### src/rtl/instr_fetch_unit.sv
`default_nettype none
// ---------------------------------------------------------------------------
// instr_fetch_unit : single-outstanding instruction fetcher feeding a FIFO.
// Optional macro FETCH_ALIGN_CHECK_EN blocks misaligned fetches (fetch_err).
// Revision: 1.0
// ---------------------------------------------------------------------------
module instr_fetch_unit #(
   parameter int DATA_W    = 32,
   parameter int BUF_DEPTH = 2
) (
   input  logic              clk,
   input  logic              reset,
   input  logic [DATA_W-1:0] pc,
   output logic              pc_next,
   input  logic              flush,
   output logic              imem_req,
   output logic [DATA_W-1:0] imem_addr,
   input  logic              imem_gnt,
   input  logic              imem_rvalid,
   input  logic [DATA_W-1:0] imem_rdata,
   output logic [DATA_W-1:0] instr,
   output logic [DATA_W-1:0] instr_pc,
   output logic              instr_valid,
   input  logic              instr_ready,
   output logic              fetch_err
);
   localparam int          AW       = $clog2(BUF_DEPTH);
   localparam logic [AW:0] FULL_CNT = (AW+1)'(BUF_DEPTH);

   localparam logic [1:0] S_IDLE = 2'd0;
   localparam logic [1:0] S_REQ  = 2'd1;
   localparam logic [1:0] S_WAIT = 2'd2;

   logic [1:0]        state_q, state_d;
   logic [AW-1:0]     wr_ptr_q, wr_ptr_d, rd_ptr_q, rd_ptr_d;
   logic [AW:0]       count_q, count_d;
   logic              drop_q, drop_d, err_q, err_d;
   logic [DATA_W-1:0] addr_q, addr_d, tag_q, tag_d;
   logic [DATA_W-1:0] hold_instr_q, hold_instr_d, hold_pc_q, hold_pc_d;
   logic [DATA_W-1:0] buf_instr_q [BUF_DEPTH];
   logic [DATA_W-1:0] buf_instr_d [BUF_DEPTH];
   logic [DATA_W-1:0] buf_pc_q    [BUF_DEPTH];
   logic [DATA_W-1:0] buf_pc_d    [BUF_DEPTH];
   logic              misaligned, can_issue, push, pop, buf_empty;

`ifdef FETCH_ALIGN_CHECK_EN
   assign misaligned = (pc[1:0] != 2'b00);
`else
   assign misaligned = 1'b0;
`endif

   // At most one request is ever in flight, so a free slot in IDLE is a safe reservation.
   assign buf_empty = (count_q == '0);
   assign can_issue = (count_q < FULL_CNT) && !flush && !misaligned && !err_q;
   assign push      = (state_q == S_WAIT) && imem_rvalid && !drop_q && !flush;
   assign pop       = !buf_empty && instr_ready && !flush;

   always_ff @(posedge clk or negedge reset) begin
      if (!reset) state_q <= S_IDLE;
      else        state_q <= state_d;
   end

   always_comb begin
      state_d = state_q;
      case (state_q)
         S_IDLE:  if (can_issue) state_d = S_REQ;
         S_REQ: begin
            if (flush)         state_d = S_IDLE;
            else if (imem_gnt) state_d = S_WAIT;
         end
         S_WAIT:  if (imem_rvalid) state_d = S_IDLE;
         default: state_d = S_IDLE;
      endcase
   end

   always_comb begin
      imem_req  = (state_q == S_REQ);
      pc_next   = (state_q == S_REQ) && imem_gnt && !flush;
      imem_addr = addr_q;
      fetch_err = err_q;
   end

   always_comb begin
      wr_ptr_d     = wr_ptr_q;
      rd_ptr_d     = rd_ptr_q;
      count_d      = count_q;
      drop_d       = drop_q;
      err_d        = err_q;
      addr_d       = addr_q;
      tag_d        = tag_q;
      hold_instr_d = hold_instr_q;
      hold_pc_d    = hold_pc_q;
      buf_instr_d  = buf_instr_q;
      buf_pc_d     = buf_pc_q;

      if (state_q == S_IDLE && can_issue) addr_d = pc;
      if (pc_next)                        tag_d  = addr_q;

      // A flush while waiting leaves the reply in flight; it must be swallowed.
      if (state_q == S_WAIT) begin
         if (imem_rvalid) drop_d = 1'b0;
         else if (flush)  drop_d = 1'b1;
      end

`ifdef FETCH_ALIGN_CHECK_EN
      if (flush)                                err_d = 1'b0;
      else if (state_q == S_IDLE && misaligned) err_d = 1'b1;
`else
      err_d = 1'b0;
`endif

      if (!buf_empty) begin
         hold_instr_d = buf_instr_q[rd_ptr_q];
         hold_pc_d    = buf_pc_q[rd_ptr_q];
      end

      if (push) begin
         buf_instr_d[wr_ptr_q] = imem_rdata;
         buf_pc_d[wr_ptr_q]    = tag_q;
         wr_ptr_d              = wr_ptr_q + 1'b1;
      end
      if (pop) rd_ptr_d = rd_ptr_q + 1'b1;

      if (push && !pop)      count_d = count_q + 1'b1;
      else if (pop && !push) count_d = count_q - 1'b1;

      if (flush) begin
         wr_ptr_d = '0;
         rd_ptr_d = '0;
         count_d  = '0;
      end
   end

   always_ff @(posedge clk or negedge reset) begin
      if (!reset) begin
         wr_ptr_q     <= '0;
         rd_ptr_q     <= '0;
         count_q      <= '0;
         drop_q       <= 1'b0;
         err_q        <= 1'b0;
         addr_q       <= '0;
         tag_q        <= '0;
         hold_instr_q <= '0;
         hold_pc_q    <= '0;
         buf_instr_q  <= '{default: '0};
         buf_pc_q     <= '{default: '0};
      end else begin
         wr_ptr_q     <= wr_ptr_d;
         rd_ptr_q     <= rd_ptr_d;
         count_q      <= count_d;
         drop_q       <= drop_d;
         err_q        <= err_d;
         addr_q       <= addr_d;
         tag_q        <= tag_d;
         hold_instr_q <= hold_instr_d;
         hold_pc_q    <= hold_pc_d;
         buf_instr_q  <= buf_instr_d;
         buf_pc_q     <= buf_pc_d;
      end
   end

   // An empty buffer keeps presenting the last head seen.
   assign instr_valid = !buf_empty;
   assign instr       = buf_empty ? hold_instr_q : buf_instr_q[rd_ptr_q];
   assign instr_pc    = buf_empty ? hold_pc_q    : buf_pc_q[rd_ptr_q];

endmodule
`default_nettype wire

### config.mk
export PLATFORM = sky130hd
export DESIGN_NAME = instr_fetch_unit
export DESIGN_NICKNAME = d
export VERILOG_FILES = /design/src/rtl/instr_fetch_unit.sv
export SDC_FILE = /design/constraint.sdc
export NUM_CORES = 1
export LEC_CHECK = 0
export ABC_AREA = 1
export CAP_MARGIN = 15
export CORE_ASPECT_RATIO = 1.25
export CORE_MARGIN = 10
export CORE_UTILIZATION = 35
export DETAILED_ROUTE_END_ITERATION = 10
export SLEW_MARGIN = 20
export SYNTH_ARGS = -nofsm -noshare
export SYNTH_HDL_FRONTEND = slang
export SYNTH_SLANG_ARGS = --single-unit
### constraint.sdc
create_clock -name clk -period 1.73 [get_ports clk]
set_clock_uncertainty 0.2 [all_clocks]
set_input_delay 0.346 -clock clk [delete_from_list [all_inputs] [get_ports clk]]
set_output_delay 0.346 -clock clk [all_outputs]
set_load 0.01 [all_outputs]
==> metrics.yaml, run 1 <==
global_route:
  gr-total-overflow: 0
  grt_max_degree: 65
  antenna_found_initial: 1
  track_usage: 0.1556
  grt_pass1_wl_microns: 46650
  grt_pass1_vias: 8507
sta:
  finalSetupViolCount: 197
  final_hold_viol_count: 0
  min_period_ns: 2.497
  fmax_ghz: 0.4005
  setup_tns_ns: -51.81
  fin_ws_ns: -0.7671
  rsz0062_at_grt: "true"
  post-route-period-util: 1.443
  worst-slew-pin-transition_ns: 0.5352
  max_slew_margin: 0.6424
  maxSlewViolCount: 0
yosys:
  synthesis.nets: 1121
  netlist_area_sq_um: 10310
  synth_seq_cells: 263
  ys_seq_area_frac: 0.6386
  synth_enable_flop_cells: 0
  async_flop_share: 1.000
  ys_top_cells_by_area: "dfrtp_1 (64%), nand2_1 (8.7%), o21ai_1 (7.1%)"
  synth_top_area_cell: "dfrtp_1"
  ys_types: 22
  synthFlopType: "dfrtp_1"
  avgSynthCellArea_sq_um: 9.806
  synthCells: 1051
  yosys_warnings: 0
  synth_most_common_cell: "dfrtp_1"
  synth_top_area_share: 0.6386
  yosys-top-cells-count: "dfrtp_1 (263), nand2_1 (238), o21ai_1 (147)"
pwr:
  power.leakage_nw: 7.684
  switching_power_mw: 9.705
  combPwrFrac: 0.428
  p_per_area_nw_per_um2: 1628
  power_frac_seq: 0.332
  p_int_mw: 18.07
  power_mw: 27.77
  p_sw_frac: 0.3494
  ir_worst_vdd_uv: 983.9
  pwr-share-clk: 0.240
clock_network:
  cts_root_buf: "clkbuf_16"
  htreeDepth: 1
  cts.sinks: 263
  worstSkewPairLatency_ns: 0.54
  cts_buffers: 28
  clkTransAtPathRegs_ns: 0.06
  clk_path_buf_depth: 3
  cts_tree: "done"
critical_path:
  r2r_cells: 8
  worst_ep_required_time_ns: 1.18
  rr_startpoint: "state_q[1]"
  crit_type: "reg -> out"
  startpoint_type: "flip-flop"
  crit_slowest_cell: "dfrtp_1"
  cp_cell_sequence: "nor2_4, buf_6, buf_12, buf_16, a21oi_1, a21oi_2, buf_2"
  critPathArrivalTime_ns: 1.95
  reg2reg_slack_ns: -0.14
  critPathCapture: "instr[24]"
  reg2reg_to: "buf_instr_q[54]"
  startpoint: "count_q[1]"
  end_kind: "output pin"
  critical-path-max-stage-delay_ns: 0.41
  path_max_fanout: 7
cells_and_area:
  finalNetCount: 1425
  stdcell_area_sq_um: 17060
  final_cells: 1773
  syn_to_final_growth_pct: 65.57
  utilization: 0.5851
  drive_gt1_frac: 0.5007
floorplanning:
  start_util: 0.3534
  die_h_microns: 211.9
  core-area_sq_um: 29170
  die_x_microns: 173.5
  row_count: 70
  pin_count: 170
  dieArea_sq_um: 36750
drt:
  routedWlPerCell_microns: 20.47
  drc: 0
  vias_per_cell: 4.982
  ant_nets: 0
  drtPass1Iterations: 4
  drt_first_iter_violations: 530
  routed-via-count: 8833
  totalWireLength_microns: 36300
run_status:
  violations: "setup timing"
  status: "complete, but fails checks"
placement:
  dpl_cell_area_sq_um: 12950
  place_inst: 1594
  hpwlAfterDp_microns: 17420
  gp_congestion: 0.7530
  io_buffers: 168
job:
  drv_cap: 0
hold_path:
  hold_path_class: "in -> async"
worst min path at each step:
stage	from	cells past startpoint	endpoint	slack (ns)
6_report	reset	2	imem_addr[19]	0.08
3_3_place_gp	reset	1	imem_addr[21]	0.05
5_1_grt	reset	2	buf_pc_q[19]	0.11
2_1_floorplan	reset	0	buf_instr_q[0]	-0.15
3_5_place_dp	reset	1	imem_addr[19]	0.06
4_1_cts	reset	2	buf_pc_q[19]	0.09
power by group through the flow:
stage / registers (mW) / logic (mW) / clock network (mW)
finish: 9.23 / 11.9 / 6.67
global route: 9.44 / 12.8 / 7.05
CTS: 8.98 / 10.4 / 6.75
detailed placement: 9.14 / 9.61 / 0
global placement: 9.07 / 9.54 / 0
floorplan: 9.10 / 4.71 / 0
routing by layer:
metal | routed length (microns) | GRT usage | vias up
met5 | 0 | 0 | -
met4 | 956 | 0.04348 | 0
met3 | 1503 | 0.02692 | 59
met2 | 19130 | 0.2792 | 210
li1 | - | - | 4070
met1 | 14720 | 0.1880 | 4494
worst max-delay path: cells and delay by family (launching register included):
kind | cells | cell delay (ns)
buffers and inverters | 4 | 0.60
flip-flops | 1 | 0.41
AO/OA/AOI/OAI | 2 | 0.27
AND/OR/NAND/NOR | 1 | 0.13
layout by cell type (no fill, tap or decap), drive strengths merged:
cell	instances
dfrtp	263
nand2	241
buf	227
o21ai	166
a21oi	128
inv	75
nor2	73
clkbuf	71
clkdlybuf4s50	68
mux2	32
clkdlybuf4s15	10
bufinv	5
nand3	5
clkinv	4
clkinvlp	2
diode	1
nand4	1
o32ai	1
a21boi	1
conb	1
bufbuf	1
dlygate4sd3	1
area by class of cell:
type                    instances  area (sq um)
fillers                      2449         12100
inverters                      75         296.5
clock buffers                  40         857.1
multi-input cells             649          4817
diodes                          1         2.502
well taps                     396         495.5
flip-flops and latches        263          6583
repair buffers                338          3827
clock inverters                11         185.2
flip-flops by register name (all words and copies together), names as in the netlist:
signal / cells
buf_instr_q: 64
buf_pc_q: 64
count_q: 2
drop_q: 1
hold_instr_q: 32
hold_pc_q: 32
imem_addr: 32
rd_ptr_q: 1
state_q: 2
tag_q: 32
wr_ptr_q: 1
logic make-up (layout without fill, tap and decap cells):
family                 after synthesis  in the layout  synth area share
AO/OA/AOI/OAI                      296            296            0.1443
buffers and inverters              142            464           0.06301
flip-flops                         263            263            0.6386
multiplexers                        32             32           0.03496
other                                1              2         0.0003639
AND/OR/NAND/NOR                    317            320            0.1187
timing repair:
item / CTS / global route
buffers inserted: 43 / 33
setup endpoints to repair: 150 / 235
resized for setup: 453 / 390
pin swaps: 35 / 47
cloned: 10 / 43
hold buffers: 1 / 0
endpoints found under the hold margin: 263 / 0
metrics by stage:
step	hold WS (ns)	setup WS, ns
CTS	0.08571	-0.7185
global placement	0.05485	-0.6027
global route	0.1066	-0.8217
floorplan	-0.1496	0.001216
detailed placement	0.06007	-0.5924
finish	0.08189	-0.7671
(Power assumes the default switching activity.)
==> inputs of run 2 (changes only) <==
--- a/config.mk
+++ b/config.mk
@@ -6,8 +6,9 @@
 export NUM_CORES = 1
 export LEC_CHECK = 0
 export ABC_AREA = 1
+export ABC_CLOCK_PERIOD_IN_PS = 2200
 export CAP_MARGIN = 15
-export CORE_ASPECT_RATIO = 1.25
+export CORE_ASPECT_RATIO = 0.6
 export CORE_MARGIN = 10
 export CORE_UTILIZATION = 35
 export DETAILED_ROUTE_END_ITERATION = 10
==> constraint.sdc (replaced) <==
create_clock -name clk -period 2.2 [get_ports clk]
set_clock_uncertainty 0.2 [all_clocks]
set_input_delay 0.44 -clock clk [delete_from_list [all_inputs] [get_ports clk]]
set_output_delay 0.44 -clock clk [all_outputs]
set_load 0.01 [all_outputs]
==> run 2 against run 1 <==
Compared with the run above:
- the run still ends with setup timing left
- sequential share of layout area grew 7.3 points
- worst setup slack gained 0.33 ns
- combinational power shrank 30%
- critical path depth grew 2
- count of clock-buffer cells in the layout shrank 1
- die area grew 0.50%
- power shrank 28%
- sequential power shrank 22%
- register-to-register slack gained 0.29 ns
- design area shrank 16%
- global-route usage shrank 0.16 points
- wire length shrank 20%
- critical path type unchanged
- largest cell class unchanged
==> metrics.yaml, run 2 (synthesis gave the netlist of run 1 again) <==
run_status:
  status: "complete, but fails checks"
  violations: "setup timing"
sta:
  rsz0062_at_grt: "true"
  post-route-period-util: 1.198
  fin_ws_ns: -0.4356  # +0.3315 ns
  min_period_ns: 2.636
  maxSlewViolCount: 0  # unchanged
  fin_hold_ws_ns: 0.2234  # +0.1415 ns
  final_hold_viol_count: 0  # unchanged
  setup_tns_ns: -21.07  # +30.75 ns
  fmax_ghz: 0.3794
  finalSetupViolCount: 65  # -67%
clock_network:
  cts.sinks: 263  # unchanged
  htreeDepth: 1  # unchanged
  cts_root_buf: "clkbuf_16"
  clkTransAtPathRegs_ns: 0.07  # about the same
  worstSkewPairLatency_ns: 0.54  # about the same
  clk_path_buf_depth: 3  # unchanged
  cts_buffers: 26  # -7.1%
  cts_tree: "done"
critical_path:
  worst_ep_required_time_ns: 1.56  # +0.38 ns
  path_common_cell: "buf_12"
  worst-path-buf-inv: 6  # +2
  crit_family: "buffers and inverters"
  crit_slowest_cell: "dfrtp_1"
  crit_type: "reg -> out"
  critical-path-max-stage-delay_ns: 0.41  # about the same
  critPathArrivalTime_ns: 2.00  # +0.05 ns
  end_kind: "output pin"
  cp_cell_sequence: "nor2_4, buf_12, inv_16, buf_12, buf_12, buf_6, nor2_4, a21oi_2, buf_2"
  startpoint_type: "flip-flop"
  path_max_fanout: 8  # +1
placement:
  place_inst: 1598  # +0.25%
  place_ws_ns: -0.2740  # +0.3184 ns
  io_buffers: 168  # unchanged
  dpl_cell_area_sq_um: 12750  # -1.5%
  gp_congestion: 0.7521  # -0.12%
  hpwlAfterDp_microns: 17680  # +1.5%
global_route:
  antenna_found_initial: 0  # -1
  grt_max_degree: 61  # -6.2%
  grt_pass1_wl_microns: 46730  # +0.18%
  grt_pass1_vias: 8162  # -4.1%
  gr-total-overflow: 0  # unchanged
  track_usage: 0.1540  # -0.001613
pwr:
  p_per_area_nw_per_um2: 1396  # -14%
  power.leakage_nw: 6.543  # -15%
  power_mw: 20.01  # -28%
  ir_worst_vdd_uv: 555.0  # -44%
cells_and_area:
  finalNetCount: 1331  # -6.6%
  area.sequential_sq_um: 6584  # about the same
  syn_to_final_growth_pct: 39.15
  drive_gt1_frac: 0.2578  # -0.2429
  utilization: 0.4964  # -0.08862
  diodes: 0  # -1
  largestRegisters: "buf_instr_q (64), buf_pc_q (64)"
  final_cells: 1680  # -5.2%
  fillers: 2675  # +9.2%
  multi_input_area_sq_um: 3510  # -27%
  stdcell_area_sq_um: 14340  # -16%
  final_cell_mix: "dfrtp_1 (261), nand2_1 (236), o21ai_1 (147)"
  layout.cells.most_common: "dfrtp_1"
floorplanning:
  die_h_microns: 152.9  # -28%
  core-area_sq_um: 28890  # -0.95%
  start_util: 0.3568  # +0.003398
  die_x_microns: 241.5  # +39%
  row_count: 48  # -31%
  dieArea_sq_um: 36930  # +0.50%
  pin_count: 170  # unchanged
drt:
  routed-via-count: 7838  # -11%
  routedWlPerCell_microns: 17.28  # -16%
  drc: 0  # unchanged
  totalWireLength_microns: 29040  # -20%
  ant_nets: 0  # unchanged
  vias_per_cell: 4.665  # -6.4%
  drt_first_iter_violations: 512  # -3.4%
  drtPass1Iterations: 5  # +1
hold_path:
  hold_path_class: "in -> async"
job:
  drv_cap: 0  # unchanged
[run 2: worst paths after layout]
check                           startpoint              end  slack, ns  cells after the start
setup / recovery                count_q[1]     instr_pc[15]      -0.44                      9
hold / removal                       reset     buf_pc_q[53]       0.22                      2
setup reg to reg                count_q[1]    hold_pc_q[15]       0.15                     12
hold reg to reg            buf_instr_q[13]  buf_instr_q[13]       0.29                      2
max in group asynchronous            reset  buf_instr_q[45]       0.85                      3
min in group clk            imem_rdata[19]  buf_instr_q[19]       0.27                      3
[run 2: routing by layer]
metal  track usage  vias up  share of wire
li1              -     3840              -
met1        0.2098     3829           0.49
met2        0.2449      140           0.45
met3       0.04107       29          0.051
met4       0.02461        0          0.011
met5             0        -              0
[run 2: where the power goes]
group	internal, mW	switching [mW]
logic	4.00	4.32
clock network	2.63	1.90
registers	6.41	0.759
total	13.0	6.98
[run 2: what timing repair did]
item / 4_1_cts / 5_1_grt
pin swaps: 30 / 31
resized for setup: 333 / 75
hold buffers: 1 / 0
endpoints found under the hold margin: 46 / 0
endpoints found under the setup margin: 67 / 69
gates cloned: 4 / 2
setup buffers: 19 / 14
[run 2: final cells by class]
type / instances / share of cell area
inverter: 75 / 0.02076
tap: 400 / 0.03490
timing repair buffer: 249 / 0.1799
clock inverter: 8 / 0.004798
clock buffer: 39 / 0.05584
multi-input combinational: 646 / 0.2447
sequential: 263 / 0.4591
